## src/rtl/signed_seq_multiplier.sv

```systemverilog
// ============================================================================
// Module   : signed_seq_multiplier
// Purpose  : Sequential radix-2 Booth multiplier, one iteration per clock,
//            operands loaded serially over a shared data_in bus.
// Revision : 1.0  initial release
// ============================================================================
`default_nettype none
`timescale 1ns/1ps

module signed_seq_multiplier #(
  parameter int WIDTH = 16
) (
  input  logic                 clk,
  input  logic                 rst_n,
  input  logic                 start,
  input  logic [WIDTH-1:0]     data_in,
  output logic                 busy,
  output logic                 valid,
  output logic [2*WIDTH-1:0]   product
);

  localparam int                 c_CNT_W = $clog2(WIDTH + 1);
  localparam logic [c_CNT_W-1:0] c_LAST  = c_CNT_W'(WIDTH - 1);
  localparam logic [c_CNT_W-1:0] c_ONE   = c_CNT_W'(1);

  typedef enum logic [1:0] {
    S_IDLE   = 2'd0,
    S_LOAD_B = 2'd1,
    S_CALC   = 2'd2,
    S_DONE   = 2'd3
  } state_t;

  state_t               r_state;
  state_t               w_state_nx;

  // Accumulator is one bit wider than the operands so A-M cannot overflow.
  logic [WIDTH:0]       r_m;
  logic [WIDTH:0]       r_a;
  logic [WIDTH-1:0]     r_q;
  logic                 r_q1;
  logic [c_CNT_W-1:0]   r_count;
  logic [2*WIDTH-1:0]   r_product;

  logic [WIDTH:0]       w_sum;
  logic [WIDTH:0]       w_a_nx;
  logic [WIDTH-1:0]     w_q_nx;
  logic                 w_q1_nx;
  logic                 w_last;

  assign w_last = (r_count == c_LAST);

  always_comb begin
    unique case ({r_q[0], r_q1})
      2'b10:   w_sum = r_a - r_m;
      2'b01:   w_sum = r_a + r_m;
      default: w_sum = r_a;
    endcase
  end

  // Arithmetic right shift of the concatenation {A, Q, q_1}.
  assign w_a_nx  = {w_sum[WIDTH], w_sum[WIDTH:1]};
  assign w_q_nx  = {w_sum[0], r_q[WIDTH-1:1]};
  assign w_q1_nx = r_q[0];

  always_ff @(posedge clk or negedge rst_n) begin
    if (!rst_n) begin
      r_state <= S_IDLE;
    end else begin
      r_state <= w_state_nx;
    end
  end

  always_comb begin
    w_state_nx = r_state;
    busy       = 1'b0;
    valid      = 1'b0;
    unique case (r_state)
      S_IDLE: begin
        if (start) begin
          w_state_nx = S_LOAD_B;
        end
      end
      S_LOAD_B: begin
        busy       = 1'b1;
        w_state_nx = S_CALC;
      end
      S_CALC: begin
        busy = 1'b1;
        if (w_last) begin
          w_state_nx = S_DONE;
        end
      end
      S_DONE: begin
        busy       = 1'b1;
        valid      = 1'b1;
        w_state_nx = S_IDLE;
      end
      default: begin
        w_state_nx = S_IDLE;
      end
    endcase
  end

  always_ff @(posedge clk or negedge rst_n) begin
    if (!rst_n) begin
      r_m       <= '0;
      r_a       <= '0;
      r_q       <= '0;
      r_q1      <= 1'b0;
      r_count   <= '0;
      r_product <= '0;
    end else begin
      unique case (r_state)
        S_IDLE: begin
          if (start) begin
            r_m <= {data_in[WIDTH-1], data_in};
          end
        end
        S_LOAD_B: begin
          r_q     <= data_in;
          r_a     <= '0;
          r_q1    <= 1'b0;
          r_count <= '0;
        end
        S_CALC: begin
          r_a     <= w_a_nx;
          r_q     <= w_q_nx;
          r_q1    <= w_q1_nx;
          r_count <= r_count + c_ONE;
          // Capture on the final iteration so product is ready during DONE.
          if (w_last) begin
            r_product <= {w_a_nx[WIDTH-1:0], w_q_nx};
          end
        end
        default: begin
        end
      endcase
    end
  end

  assign product = r_product;

endmodule

`default_nettype wire
```

## config.mk

```make
export PLATFORM = sky130hd
export DESIGN_NAME = signed_seq_multiplier
export DESIGN_NICKNAME = d
export VERILOG_FILES = /design/src/rtl/signed_seq_multiplier.sv
export SDC_FILE = /design/constraint.sdc
export NUM_CORES = 1
export LEC_CHECK = 0
export ABC_AREA = 1
export CAP_MARGIN = 20
export CORE_UTILIZATION = 40
export CTS_BUF_LIST = sky130_fd_sc_hd__clkbuf_2
export CTS_CLUSTER_DIAMETER = 120
export CTS_CLUSTER_SIZE = 30
export DETAILED_ROUTE_END_ITERATION = 8
export SETUP_SLACK_MARGIN = 0.15
export SLEW_MARGIN = 10
export SYNTH_ARGS = -nofsm -noshare
export SYNTH_HDL_FRONTEND = slang
export SYNTH_SLANG_ARGS = --single-unit
```

## constraint.sdc

```tcl
create_clock -name clk -period 3.3 [get_ports clk]
set_input_delay 0.33 -clock clk [delete_from_list [all_inputs] [get_ports clk]]
set_output_delay 0.33 -clock clk [all_outputs]
set_load 0.01 [all_outputs]
```

Word-level counts from Yosys, hierarchy flattened --
Cells that the tools add are included.
Cells by class: $add $sub $neg 3, multiply operators 0, divide/modulo/power cells 0, order comparisons 0, eq/ne operators 8, shifts and indexed selects 0, mux-type cells 10, bitwise operators 0, reduce and logical (&&, ||, !) cells 6
Operators by type and width (number):
- $pmux W17 S2 | 2
- $pmux W16 S2 | 1
- $add A17 B17 Y17 | 1
- $sub A17 B17 Y17 | 1
- $pmux W5 S2 | 1
- $pmux W2 S4 | 1
- $eq A2 B2 Y1 const B | 3
- $reduce_and A2 Y1 | 3
- $add A5 B1 Y5 const B | 1
- $eq A5 B4 Y1 const B | 1
- $eq A2 B1 Y1 const B | 2
- $mux W2 | 2
- $ne A2 B2 Y1 const B | 2
- $reduce_or A3 Y1 | 1
- $logic_not A2 Y1 | 1
- $mux W1 | 2
- $pmux W1 S2 | 1
- $reduce_bool A2 Y1 | 1
Storage, ports and cells: register bits after elaboration 89, latch bits 0, memory bits (writable) 0, memory bits (read-only) 0, input bits 19, output and inout bits 34, word-level logic and storage cells 34, memories kept 0

Longest topological paths before layout --
word-level depth 3, mapped depth 22, gate-level depth less buffers 22

Worst setup path after synthesis --
No wires, ideal clock.
path type flip-flop to flip-flop, start point register r_q[0], end point register r_a[7], library setup time 0.118 ns, arrival 2.412 ns, required time 3.182 ns, slack 0.770 ns, cell stages (with the launch flop) 15, path buffers 1, cells stage by stage dfrtp_1 inv_1 ha_1 clkbuf_1 or2_2 xor2_1 ha_1 nand2_1 nand2_1 a21oi_2 nand2_2 or2_1 nand3_1 a21oi_1 a21o_1
On the way: longest elaborated chain between the ends 3, elaborated cells on any way between the ends 4, those cells by class 2 x eq/ne; 2 x mux
RTL lines:
- from (decl) | RTL line 39 | logic [WIDTH-1:0] r_q;
- from (signal assigned) | RTL line 120 | r_q <= data_in;
- from (signal assigned) | RTL line 127 | r_q <= w_q_nx;
- $eq A2 B1 Y1 / $eq A2 B2 Y1 (equally long branches) | RTL line 53 | unique case ({r_q[0], r_q1})
- $pmux W17 S2 (*) | RTL line 53
- $pmux W17 S2 (*) | RTL line 113 | unique case (r_state)
- to (signal assigned) | RTL line 126 | r_a <= w_a_nx;
- to (decl) | RTL line 38 | logic [WIDTH:0] r_a;
Mark *: on every way between the ends. The rest lies on a longest branch, timed or not. A chain may end at the register's enable or synchronous reset.

Worst setup path in the final report --
start point register r_m[0], end point register r_a[15]
On the way: longest elaborated chain between the ends 3, elaborated cells on any way between the ends 4, those cells by class 2 x add/sub; 2 x mux
RTL lines:
- from (decl) | RTL line 37 | logic [WIDTH:0] r_m;
- from (signal assigned) | RTL line 116 | r_m <= {data_in[WIDTH-1], data_in};
- $add A17 B17 Y17 / $sub A17 B17 Y17 (equally long branches) | RTL line 55, 54
- $pmux W17 S2 (*) | RTL line 53
- $pmux W17 S2 (*) | RTL line 113
Marks and branches as above.

==> summary.txt <==
Synthesis
  – Top cell type by total area after synthesis: dfrtp_1
  – Synth Area in Simple Gates: 23.63%
  – Mux cell area share after synthesis: 2.259%
  – Synth Area per Inst: 8.042 um2
  – Synth Area in Compound Gates: 12.94%
  – Seq/Total Area, Yosys: 44.67%
  – Synth Warn #: 0
  – Top cells by area, synth: dfrtp_1, nand2_1, ha_1
  – Ys flop type: dfrtp_1
  – Post-synth net total: 658
  – Cells after synthesis: 613
  – Post-synthesis adder-cell area fraction: 6.751%
  – XOR/XNOR Fraction of Synth Area: 2.665%
  – Number of distinct library cells after synthesis: 41
  – Largest family of logic cells by synthesized area: simple AND/OR/NAND/NOR gates
  – Cell Area, Synth: 0.004930 mm2
  – FF+latch count, synth: 88
  – EDFF count, synth: 0
  – Yosys top cell area share: 44.67%
  – FFs w/ async S/R, synth: 100.0%

Job
  – Max cap viols: 0

STA
  – Slew Limit Fails: 0
  – Hold Violations, Final: 0
  – Hold slack: 0.3329 ns
  – Max-slew headroom: 43.08%
  – Fmax achieved: 0.3572 GHz
  – Setup violators final: 0
  – Worst-Margin Slew: 0.8538 ns
  – Setup tns final: 0 ns
  – Setup Skew: 0.03064 ns
  – Period utilisation layout: 84.84%
  – Period minus WS final: 2.800 ns
  – RSZ-0062 raised after global routing: false

Power
  – Clock power share: 8.9%
  – PwrDens: 1092 mW/mm2
  – Total Power: 0.006232 W
  – Leakage: 2.863 nW
  – Combinational Power Share: 61.1%
  – VDD IR max: 0.8063 mV
  – Internal power: 0.003190 W
  – Sw frac: 48.82%
  – NetSw: 0.003042 W
  – Sequential power share: 30.0%

Clocking
  – Clock latency on the worst-skew pair: 0.61 ns
  – TritonCTS Sinks: 88
  – CTS H-tree depth: 3
  – Clock Pin Slew Worst Setup and Hold Paths: 0.24 ns
  – Clock Tree Buf Depth: 2
  – CTS tree: yes
  – Post-CTS setup buffer count: 0
  – Number of CTS-inserted buffers: 9
  – Clock Tree Root: clkbuf_2

Critical path
  – R2R Path Start: r_m[0]
  – CP cell instances: inv_1 -> ha_1 -> nand2_2 -> nor2_4 -> nand2_1 -> nand2_1 -> o21ai_0 -> xor2_1 -> ha_1 -> nand2_2 -> inv_1 -> nand2_1 -> nand2_1 -> a21oi_1 -> nand2_1 -> nand2_1 -> nand3_1 -> nand2_1 -> nand2_1 -> nand2_1 -> nand2_1
  – Crit path max-delay cell type: dfrtp_1
  – Most frequent CP cell: nand2_1
  – Family with the most delay on the worst path: simple AND/OR/NAND/NOR gates
  – Worst R2R Setup Slack: 0.50 ns
  – Critical Path Sink Type: flop
  – Crit path required time: 3.82 ns
  – Crit-path max cell delay: 0.44 ns
  – Critical path arrival: 3.32 ns
  – Reg-to-reg critical path endpoint: r_a[15]
  – Worst R2R Path Depth: 21
  – Startpoint types: flop
  – Kind of critical path: flop to flop
  – Levels on crit path: 21
  – Worst Path Max Fanout: 5
  – WP buf/inv: 2

GRT
  – First-pass GRT wire length: 20.40 mm
  – All-Layer GR Usage: 20.66%
  – Initial antenna violation count: 0
  – Largest net degree at the start of global routing: 67
  – Vias in the first global route: 4166
  – GRT overflow: 0

Detailed routing
  – Total number of vias: 4165
  – Final WL: 12.11 mm
  – Iter 0 DRT Violations: 177
  – First-pass iteration count of the detailed router: 4
  – Vias per cell: 5.117
  – # DRC: 0
  – Routed WL per cell: 14.88 um
  – Routed Antenna Nets: 0

Die
  – Die height: 113.0 um
  – Core ar.: 0.01201 mm2
  – Initial core utilization: 41.04%
  – Die width: 113.0 um
  – Rows: 40
  – IO Pins: 53
  – Die Area: 0.01277 mm2

Cells and area
  – Non-filler instance count after layout: 814
  – Final core utilization: 47.51%
  – Most frequent cells in the layout: nand2_1, dfrtp_1, inv_1
  – Layout cells sized above 1: 6.897%
  – Area Growth Syn to Fin: 15.76%
  – Commonest non-fill, non-tap cell in the layout: nand2_1
  – Fill count: 1213
  – Antenna Cells: 0
  – Final nets: 708

Outcome
  – Status: finished clean

Place
  – Placed insts: 798
  – GP Congestion: 0.8546
  – IO Port Bufs: 52
  – HPWL Detailed: 8.817 mm

Worst hold path
  – Hold Path Class: primary input to async pin
==> synth_stat cells (2+ instances only) <==
cell	instances
a21o_1	2
a21oi_1	29
a31oi_1	5
buf_2	2
clkbuf_1	14
dfrtp_1	88
ha_1	25
inv_1	66
mux2_2	9
nand2_1	186
nand2_2	4
nand3_1	31
nand3b_1	2
nand4_1	4
nor2_1	38
nor2_2	2
nor3_1	5
o21a_1	2
o21ai_0	42
o21bai_1	2
o221ai_1	15
o22ai_1	7
or2_2	2
xnor2_1	4
xor2_1	11
==> layer usage <==
metal	GRT usage (%)	wire length, um	vias to the layer above
met3	5.142	669	16
met4	6.053	221	0
li1	-	-	2099
met5	0	0	-
met1	26.86	5615	1962
met2	34.11	5607	88
==> worst max path at each step <==
stage	from	endpoint	slack [ns]
CTS	r_m[0]	r_a[15]	0.44
finish	r_m[0]	r_a[15]	0.50
floorplan	r_q[0]	r_a[7]	0.77
detailed placement	r_m[0]	r_a[15]	0.48
global route	r_m[0]	r_a[15]	0.18
global placement	r_m[2]	r_a[15]	0.51
==> power by group through the flow <==
stage / combinational [W] / clock [W] / sequential (W)
after detailed placement: 0.00382 / 0 / 0.00189
after CTS: 0.00384 / 0.000572 / 0.00187
final: 0.00381 / 0.000554 / 0.00187
after global routing: 0.00432 / 0.000612 / 0.00193
after floorplan: 0.00259 / 0 / 0.00190
after global placement: 0.00378 / 0 / 0.00187
==> flip-flops by register name (all words and copies together) (netlist names) <==
signal,count
r_a,16
r_q1,1
r_state,2
r_m,16
product,32
r_count,5
r_q,16
==> what timing repair did <==
| item | CTS | global route |
|---|---|---|
| endpoints found under the setup margin | 0 | 2 |
| hold endpoints to repair | 64 | 0 |
| gates resized for setup | 0 | 2 |
| hold buffers | 1 | 0 |
==> worst reg2reg max path, delay by kind of cell, from the launching register on <==
family,cells,cell delay [ns]
AOI/OAI and AO/OA,2,0.22
xor gates and xnor gates,1,0.15
adders and majority gates,2,0.59
buffers and inverters,2,0.15
DFF,1,0.44
and+or+nand+nor,14,1.16
==> logic make-up after synthesis <==
family	Yosys count
AOI/OAI and AO/OA	107
xor gates and xnor gates	15
adders and majority gates	26
buffers and inverters	88
DFF	88
muxes	10
and+or+nand+nor	279
==> per-stage QoR <==
step | setup WS (ns) | cell area (um2)
3_3_place_gp | 0.5127 | 5583
2_1_floorplan | 0.7700 | 4930
6_report | 0.5002 | 5707
3_5_place_dp | 0.4788 | 5583
5_1_grt | 0.1777 | 5707
4_1_cts | 0.4359 | 5698
==> final cells by class <==
type                            instances  area [um2]  area share (%)
Sequential cell                        88        2202           38.59
Inverter                               68       255.2           4.473
Timing Repair Buffer                   59       573.1           10.04
Multi-Input combinational cell        437        2387           41.83
Clock inverter                          6       60.06           1.052
Tap cell                              147       183.9           3.223
Clock buffer                            9       45.04          0.7893
(Power assumes the default switching activity.)
